## config.mk

```make
export PLATFORM = sky130hd
export DESIGN_NAME = round_referee
export DESIGN_NICKNAME = d
export VERILOG_FILES = /design/src/rtl/referee_pkg.sv /design/src/rtl/round_referee_hold_timer.sv /design/src/rtl/round_referee.sv
export SDC_FILE = /design/constraint.sdc
export NUM_CORES = 1
export LEC_CHECK = 0
export ABC_CLOCK_PERIOD_IN_PS = 1600
export CAP_MARGIN = 5
export CORE_AREA = 2 2 39 41
export CTS_CLUSTER_SIZE = 30
export DETAILED_ROUTE_END_ITERATION = 12
export DIE_AREA = 0 0 41 43
export HOLD_SLACK_MARGIN = 0.15
export PLACE_DENSITY = 0.64
export SETUP_SLACK_MARGIN = 0.3
export SYNTH_ARGS = -nofsm -noshare
export SYNTH_HDL_FRONTEND = slang
export SYNTH_SLANG_ARGS = --single-unit
export TNS_END_PERCENT = 100
```

## constraint.sdc

```tcl
create_clock -name clk -period 1.6 [get_ports clk]
set_input_delay 0.32 -clock clk [delete_from_list [all_inputs] [get_ports clk]]
set_output_delay 0.32 -clock clk [all_outputs]
set_load 0.05 [all_outputs]
```

## src/rtl/referee_pkg.sv

```systemverilog
// Shared types for the round referee: FSM states and last-winner encodings.
package referee_pkg;

    typedef enum logic [1:0] {
        PLAY = 2'b00,
        HOLD = 2'b01,
        OVER = 2'b10
    } state_e;

    localparam logic [1:0] WIN_NONE  = 2'b00;
    localparam logic [1:0] WIN_LEFT  = 2'b01;
    localparam logic [1:0] WIN_RIGHT = 2'b10;

endpackage

```

## src/rtl/round_referee_hold_timer.sv

```systemverilog
// Loadable down-counter that times the post-win hold; saturates at zero.
module hold_timer #(
    parameter int HOLD_CYCLES = 4
) (
    input  logic clk,
    input  logic reset,
    input  logic load,
    input  logic en,
    output logic done
);

    localparam int CW = (HOLD_CYCLES > 2) ? $clog2(HOLD_CYCLES) : 1;
    localparam logic [CW-1:0] LOAD_VAL = CW'(HOLD_CYCLES - 1);
    localparam logic [CW-1:0] ZERO     = {CW{1'b0}};

    logic [CW-1:0] r_count;

    // Count register: load on a win, then count down to zero and stay there.
    always_ff @(posedge clk) begin
        if (reset) begin
            r_count <= ZERO;
        end else if (load) begin
            r_count <= LOAD_VAL;
        end else if (en && (r_count != ZERO)) begin
            r_count <= r_count - CW'(1);
        end else begin
            r_count <= r_count;
        end
    end

    assign done = en & (r_count == ZERO);

endmodule

```

## src/rtl/round_referee.sv

```systemverilog
// Round referee: detects round wins, times the hold, re-centres the light and
// freezes once either win counter reports game over.
module round_referee
    import referee_pkg::*;
#(
    parameter int HOLD_CYCLES = 4
) (
    input  logic       clk,
    input  logic       reset,
    input  logic       lightL,
    input  logic       lightR,
    input  logic       pressL,
    input  logic       pressR,
    input  logic       gameOverL,
    input  logic       gameOverR,
    output logic       winL,
    output logic       winR,
    output logic       roundReset,
    output logic       over,
    output logic [1:0] lastWinner
);

    state_e     r_state;
    logic       r_winL;
    logic       r_winR;
    logic       r_roundReset;
    logic       r_over;
    logic [1:0] r_lastWinner;

    state_e     w_next;
    logic       w_winL;
    logic       w_winR;
    logic       w_roundReset;
    logic [1:0] w_lastWinner;
    logic       w_load;
    logic       w_en;
    logic       w_done;
    logic       w_gameOver;
    logic       w_qualL;
    logic       w_qualR;

    // A win needs the player's own edge lit, only that player pressing, and a legal field.
    assign w_gameOver = gameOverL | gameOverR;
    assign w_qualL    = lightL & pressL & ~pressR & ~lightR;
    assign w_qualR    = lightR & pressR & ~pressL & ~lightL;

    hold_timer #(
        .HOLD_CYCLES(HOLD_CYCLES)
    ) u_hold_timer (
        .clk  (clk),
        .reset(reset),
        .load (w_load),
        .en   (w_en),
        .done (w_done)
    );

    // Next-state and next-output decode.
    always_comb begin
        w_next       = r_state;
        w_winL       = 1'b0;
        w_winR       = 1'b0;
        w_roundReset = 1'b0;
        w_lastWinner = r_lastWinner;
        w_load       = 1'b0;
        w_en         = 1'b0;
        case (r_state)
            PLAY: begin
                if (w_gameOver) begin
                    w_next = OVER;
                end else if (w_qualL) begin
                    w_next       = HOLD;
                    w_winL       = 1'b1;
                    w_lastWinner = WIN_LEFT;
                    w_load       = 1'b1;
                end else if (w_qualR) begin
                    w_next       = HOLD;
                    w_winR       = 1'b1;
                    w_lastWinner = WIN_RIGHT;
                    w_load       = 1'b1;
                end else begin
                    w_next = PLAY;
                end
            end
            HOLD: begin
                w_en = 1'b1;
                if (w_done) begin
                    if (w_gameOver) begin
                        w_next = OVER;
                    end else begin
                        w_next       = PLAY;
                        w_roundReset = 1'b1;
                    end
                end else begin
                    w_next = HOLD;
                end
            end
            OVER: begin
                w_next = OVER;
            end
            default: begin
                w_next = PLAY;
            end
        endcase
    end

    // State and registered outputs.
    always_ff @(posedge clk) begin
        if (reset) begin
            r_state      <= PLAY;
            r_winL       <= 1'b0;
            r_winR       <= 1'b0;
            r_roundReset <= 1'b0;
            r_over       <= 1'b0;
            r_lastWinner <= WIN_NONE;
        end else begin
            r_state      <= w_next;
            r_winL       <= w_winL;
            r_winR       <= w_winR;
            r_roundReset <= w_roundReset;
            r_over       <= (w_next == OVER);
            r_lastWinner <= w_lastWinner;
        end
    end

    assign winL       = r_winL;
    assign winR       = r_winR;
    assign roundReset = r_roundReset;
    assign over       = r_over;
    assign lastWinner = r_lastWinner;

endmodule

```

# After elaboration in Yosys (flattened, before gate mapping)
# Cells that the tools add are included.
[totals]
register_bits = 10
wordCells = 54
[op_classes]
add_sub_neg = 1
eq_ne = 3
muxes = 17
bitwise_logic = 16
n_reduce_logical = 10
[op_table]
columns = ["operator", "n"]
rows = [
  ["$mux 2", 7],
  ["$mux 1", 9],
  ["$not 1->1", 8],
  ["$and 1x1->1", 7],
  ["$pmux 2 s3", 1],
  ["$reduce_bool 2->1", 3],
  ["$reduce_or 3->1", 2],
  ["$eq 2x2->1 const B", 2],
  ["$logic_not 2->1", 2],
  ["$reduce_or 4->1", 1],
  ["$reduce_and 3->1", 1],
  ["$eq 2x1->1 const B", 1],
  ["$sub 2x1->2 const B", 1],
  ["$logic_and 1x1->1", 1],
  ["$or 1x1->1", 1],
]

# Longest topological paths before layout
[logic_depth]
depth_word = 8
depth_mapped = 5
depth_no_buf = 5

# By module
# Synthesis repeated with hierarchy kept, for this count alone.
[hier_totals]
hier_cells = 45
area_unflattened_um2 = 445.4
[by_module_without_submodules]
columns = ["module", "instances", "cells_each", "area_per_inst_um2"]
rows = [
  ["round_referee", 1, 32, 322.8],
  ["hold_timer", 1, 13, 122.6],
]

# Least setup slack after synthesis
# OpenSTA, ideal clock, no wires.
[synth_timing]
kind = "reg2reg"
from = "register u_hold_timer.r_count[0]"
to = "register u_hold_timer.r_count[1]"
arrival_time_ns = 1.125
required_time_ns = 1.459
path_slack_ns = 0.335
stages_incl_launch_ff = 6
period_less_slack_ns = 1.265
path_cell_list = "dfxtp_1 inv_1 ha_1 or3b_4 nand3_1 o311ai_2"
[synth_between]
elab_chain_len = 3
word_cells_on_any_way = 6
classes_between = "1 x add/sub; 2 x mux; 3 x reduce/logical"
[synth_lines]
columns = ["item", "line", "source"]
rows = [
  ["from (decl)", "round_referee_hold_timer.sv:16", "logic [CW-1:0] r_count;"],
  ["from (signal assigned)", "round_referee_hold_timer.sv:25", "r_count <= r_count - CW'(1);"],
  ["from (signal assigned)", "round_referee_hold_timer.sv:27", "r_count <= r_count;"],
  ["$sub 2x1->2 / $reduce_bool 2->1 (equally long branches)", "round_referee_hold_timer.sv:25, round_referee_hold_timer.sv:24", ""],
  ["$mux 2 / $logic_and 1x1->1 (equally long branches)", "round_referee_hold_timer.sv:24", "end else if (en && (r_count != ZERO)) begin"],
  ["$mux 2 / $reduce_bool 2->1 (equally long branches)", "--", ""],
]
# Parallel ways exist; a longest one is shown, timed or not. The select of a mux whose other input is x is not followed.
# A chain may end at the register's enable or synchronous reset.

# Worst setup path in the final report
[layout_timing]
from = "register u_hold_timer.r_count[1]"
to = "register u_hold_timer.r_count[0]"
[layout_between]
elab_chain_len = 3
[layout_lines]
columns = ["item", "line"]
rows = [
  ["$reduce_bool 2->1", "round_referee_hold_timer.sv:24"],
  ["$logic_and 1x1->1", "round_referee_hold_timer.sv:24"],
  ["$reduce_bool 2->1 (no line)", "--"],
]
# No other way between the ends.

==> summary.txt <==
Placed design
  • HPWL after DPL: 634 µm
  • PortBufs: 13
  • GP Congestion: between 0.7 and 0.8
  • Place WS: -0.107 ns
  • # placed instances: 67
  • Cell Area, Placed: 559 µm²

Floorplan
  • Die X: 41 µm
  • Die area: 0.00176 mm²
  • Core Area: 0.00138 mm²
  • Row Count: 14
  • Initial core utilization: 29.6%
  • Die Height: 43 µm
  • IO Pins: 14

Power and ir drop
  • Switching Fraction: 22.1%
  • P per Cell Area: 842 mW/mm²
  • Cell Int Power: 421 µW
  • Combinational share of power: 10.8%
  • LEAKAGE: between 0.2 and 0.3 nW
  • Pwr Total: 541 µW
  • Sequential share of power: 47.8%
  • Peak supply drop: 0.000431 V
  • Clock Power Share: between 40% and 50%
  • Psw: 120 µW

Setup path
  • Crit. End Element: register
  • R2R depth: 5
  • Critical Path Source: u_hold_timer.r_count[1]
  • Slowest-stage cell, CP: or3b_4
  • Critical path type: register to register
  • Critical Path RT: 1.73 ns
  • CP max stage delay: 0.41 ns
  • Arrival time at the worst endpoint: 1.41 ns
  • Crit Path Max Fanout: 4
  • CP Cell Sequence: inv_2 -> ha_4 -> or3b_4 -> xnor2_2 -> o21ai_1
  • FF-to-FF Start: u_hold_timer.r_count[1]
  • Reg2Reg Setup Slack: ~0.32 ns
  • CP Launch Type: register
  • Crit path to: u_hold_timer.r_count[0]
  • R2R Path End: u_hold_timer.r_count[0]

Clocking
  • Root Buffer: clkbuf_4
  • Clock Sinks: 10
  • Total CTS buffers: 3
  • Clock-pin slew on the worst setup and hold paths: 0.06 ns
  • Maximum root-to-sink buffer count: 2
  • CTS H-tree depth: 1
  • CTS tree: built
  • Clock Latency Late Sink: about 0.27 ns
  • Post-CTS Hold Buffers: 0

Routing
  • DR WL/cell: 11.6 µm
  • Detailed Routing Iterations Pass 1: 4
  • DR iter-0 viols: 7
  • Drc violations: 0
  • Vias/cell: about 4.9
  • Final ANT Viol Nets: 0
  • Final WL: about 860 µm
  • Vias after detailed routing: 359

GRT
  • First-pass GRT wire length: 1390 µm
  • GRT overflow: 0
  • Largest net degree at the start of global routing: 8
  • Number of global-route vias before repair: 346
  • Initial antenna violation count: 0
  • GRT Util Overall: around 13%

Timing
  • Clk_skew: 0.0101 ns
  • Final slew viol count: 0
  • Final hold violation count: 0
  • Slew HR: 78.5%
  • Worst-margin pin slew: 0.321 ns
  • Tcrit/Tclk final: roughly four fifths
  • Tmin final: 1.28 ns
  • RSZ-0062 raised after global routing: true
  • Final setup margin: 0.323 ns
  • Max Clk Rate: 783 MHz
  • Final setup fails: 0

Yosys
  • Syn nets: 45
  • FF+latch count, synth: 10
  • Syn_area_per_cell: 11.4 µm²
  • Mapped Area: 409 µm²
  • Sequential fraction of the synthesis area: 48.9%
  • Post-synth cell types: 19
  • Mapped Cells: 36
  • Yosys warning total: 0

Status
  • Status: finished clean

Cells and area
  • Non-Filler Instances: 74
  • Area Overhead vs Synth: 56.9%
  • Final instance area: 642 µm²
  • Share of cells above drive strength 1: 50.0%
  • Fin nets: 68
  • # diodes: 0

Run
  • Max Cap Viol: 0

Hold path
  • Hold WC Path Type: register to register
[routing by layer]
metal	GRT usage, %	part of all wire [%]	wire length (µm)
met1	12.3	44	375
met2	19.1	50	432
met4	8.00	2.2	19
met3	7.85	4.2	36
met5	0	0	0
[worst max-delay path: cells and delay by family (launching register included)]
kind                       cells  cell delay [ns]
buffers and inverters          1             0.04
xor gates and xnor gates       1             0.14
AOI/OAI and AO/OA              1             0.07
DFF                            1             0.33
and+or+nand+nor                1             0.41
adders and majority gates      1             0.15
[synth_stat cells (all sizes together)]
cell / count / share of area (%)
o311ai: 1 / 4.0
nand2b: 1 / 1.5
inv: 3 / 2.8
a31o: 1 / 2.1
a21oi: 1 / 1.2
and4bb: 2 / 6.1
nand3: 1 / 1.2
dfxtp: 10 / 49
nand2: 1 / 0.92
ha: 1 / 3.1
nor4: 1 / 5.2
a211oi: 3 / 5.5
and4: 1 / 2.4
o211ai: 1 / 1.8
o21ai: 2 / 2.4
and3: 3 / 4.6
or3b: 1 / 2.8
xnor2: 1 / 2.1
nor3: 1 / 1.2
[how the worst min path moves through the flow]
stage                        startpoint             to  cells after the start
after floorplan                   reset  lastWinner[1]                      1
after global placement    lastWinner[0]  lastWinner[0]                      1
after detailed placement  lastWinner[0]  lastWinner[0]                      1
after CTS                 lastWinner[0]  lastWinner[0]                      1
after global routing      lastWinner[0]  lastWinner[0]                      1
final                     lastWinner[0]  lastWinner[0]                      1
[registers in the layout, indices dropped and copies added (netlist names)]
name	cells
lastWinner	2
over	1
r_state	2
roundReset	1
u_hold_timer.r_count	2
winL	1
winR	1
[power groups by stage]
stage	logic (mW)	clock network, mW	registers [mW]
global placement	0.0568	0	0.264
finish	0.0586	0.224	0.258
floorplan	0.0168	0	0.272
CTS	0.0586	0.228	0.258
detailed placement	0.0579	0	0.264
global route	0.0641	0.247	0.259
[metrics by stage]
step	utilization [%]	hold WS, ns	setup TNS, ns
2_1_floorplan	-	0.393	0
3_3_place_gp	40.4	0.479	-0.248
5_1_grt	46.4	0.531	0
6_report	46.4	0.486	0
3_5_place_dp	40.4	0.479	-0.427
4_1_cts	46.2	0.493	0
[logic make-up after synthesis]
kind of cell	Yosys count	synth area share (%)
simple gates	12	26.0
flops	10	48.9
compound gates	9	17.1
buf+inv	3	2.75
xor+xnor	1	2.14
fa+ha+maj	1	3.06
[layout make-up]
cell class / count / area [µm²]
Sequential cell: 10 / 203
Fill cell: 128 / 742
Inverter: 3 / 11.3
Multi-Input combinational cell: 23 / 223
Clock buffer: 4 / 36.3
Timing Repair Buffer: 18 / 149
Tap cell: 16 / 20.0
[placed cells by master (no fill, tap or decap), drive strengths merged, types with 2 or more instances in the layout]
cell type,instances
dlygate4sd2,5
and4bb,2
dfxtp,10
inv,3
buf,11
o21ai,2
clkbuf,4
a211oi,3
and3,3
[what timing repair did]
item,4_1_cts,5_1_grt
endpoints found under the setup margin,5,5
pin swaps,10,3
gates resized for setup,14,1
setup buffers,3,0
No activity file was read; power rests on OpenSTA's default activity.
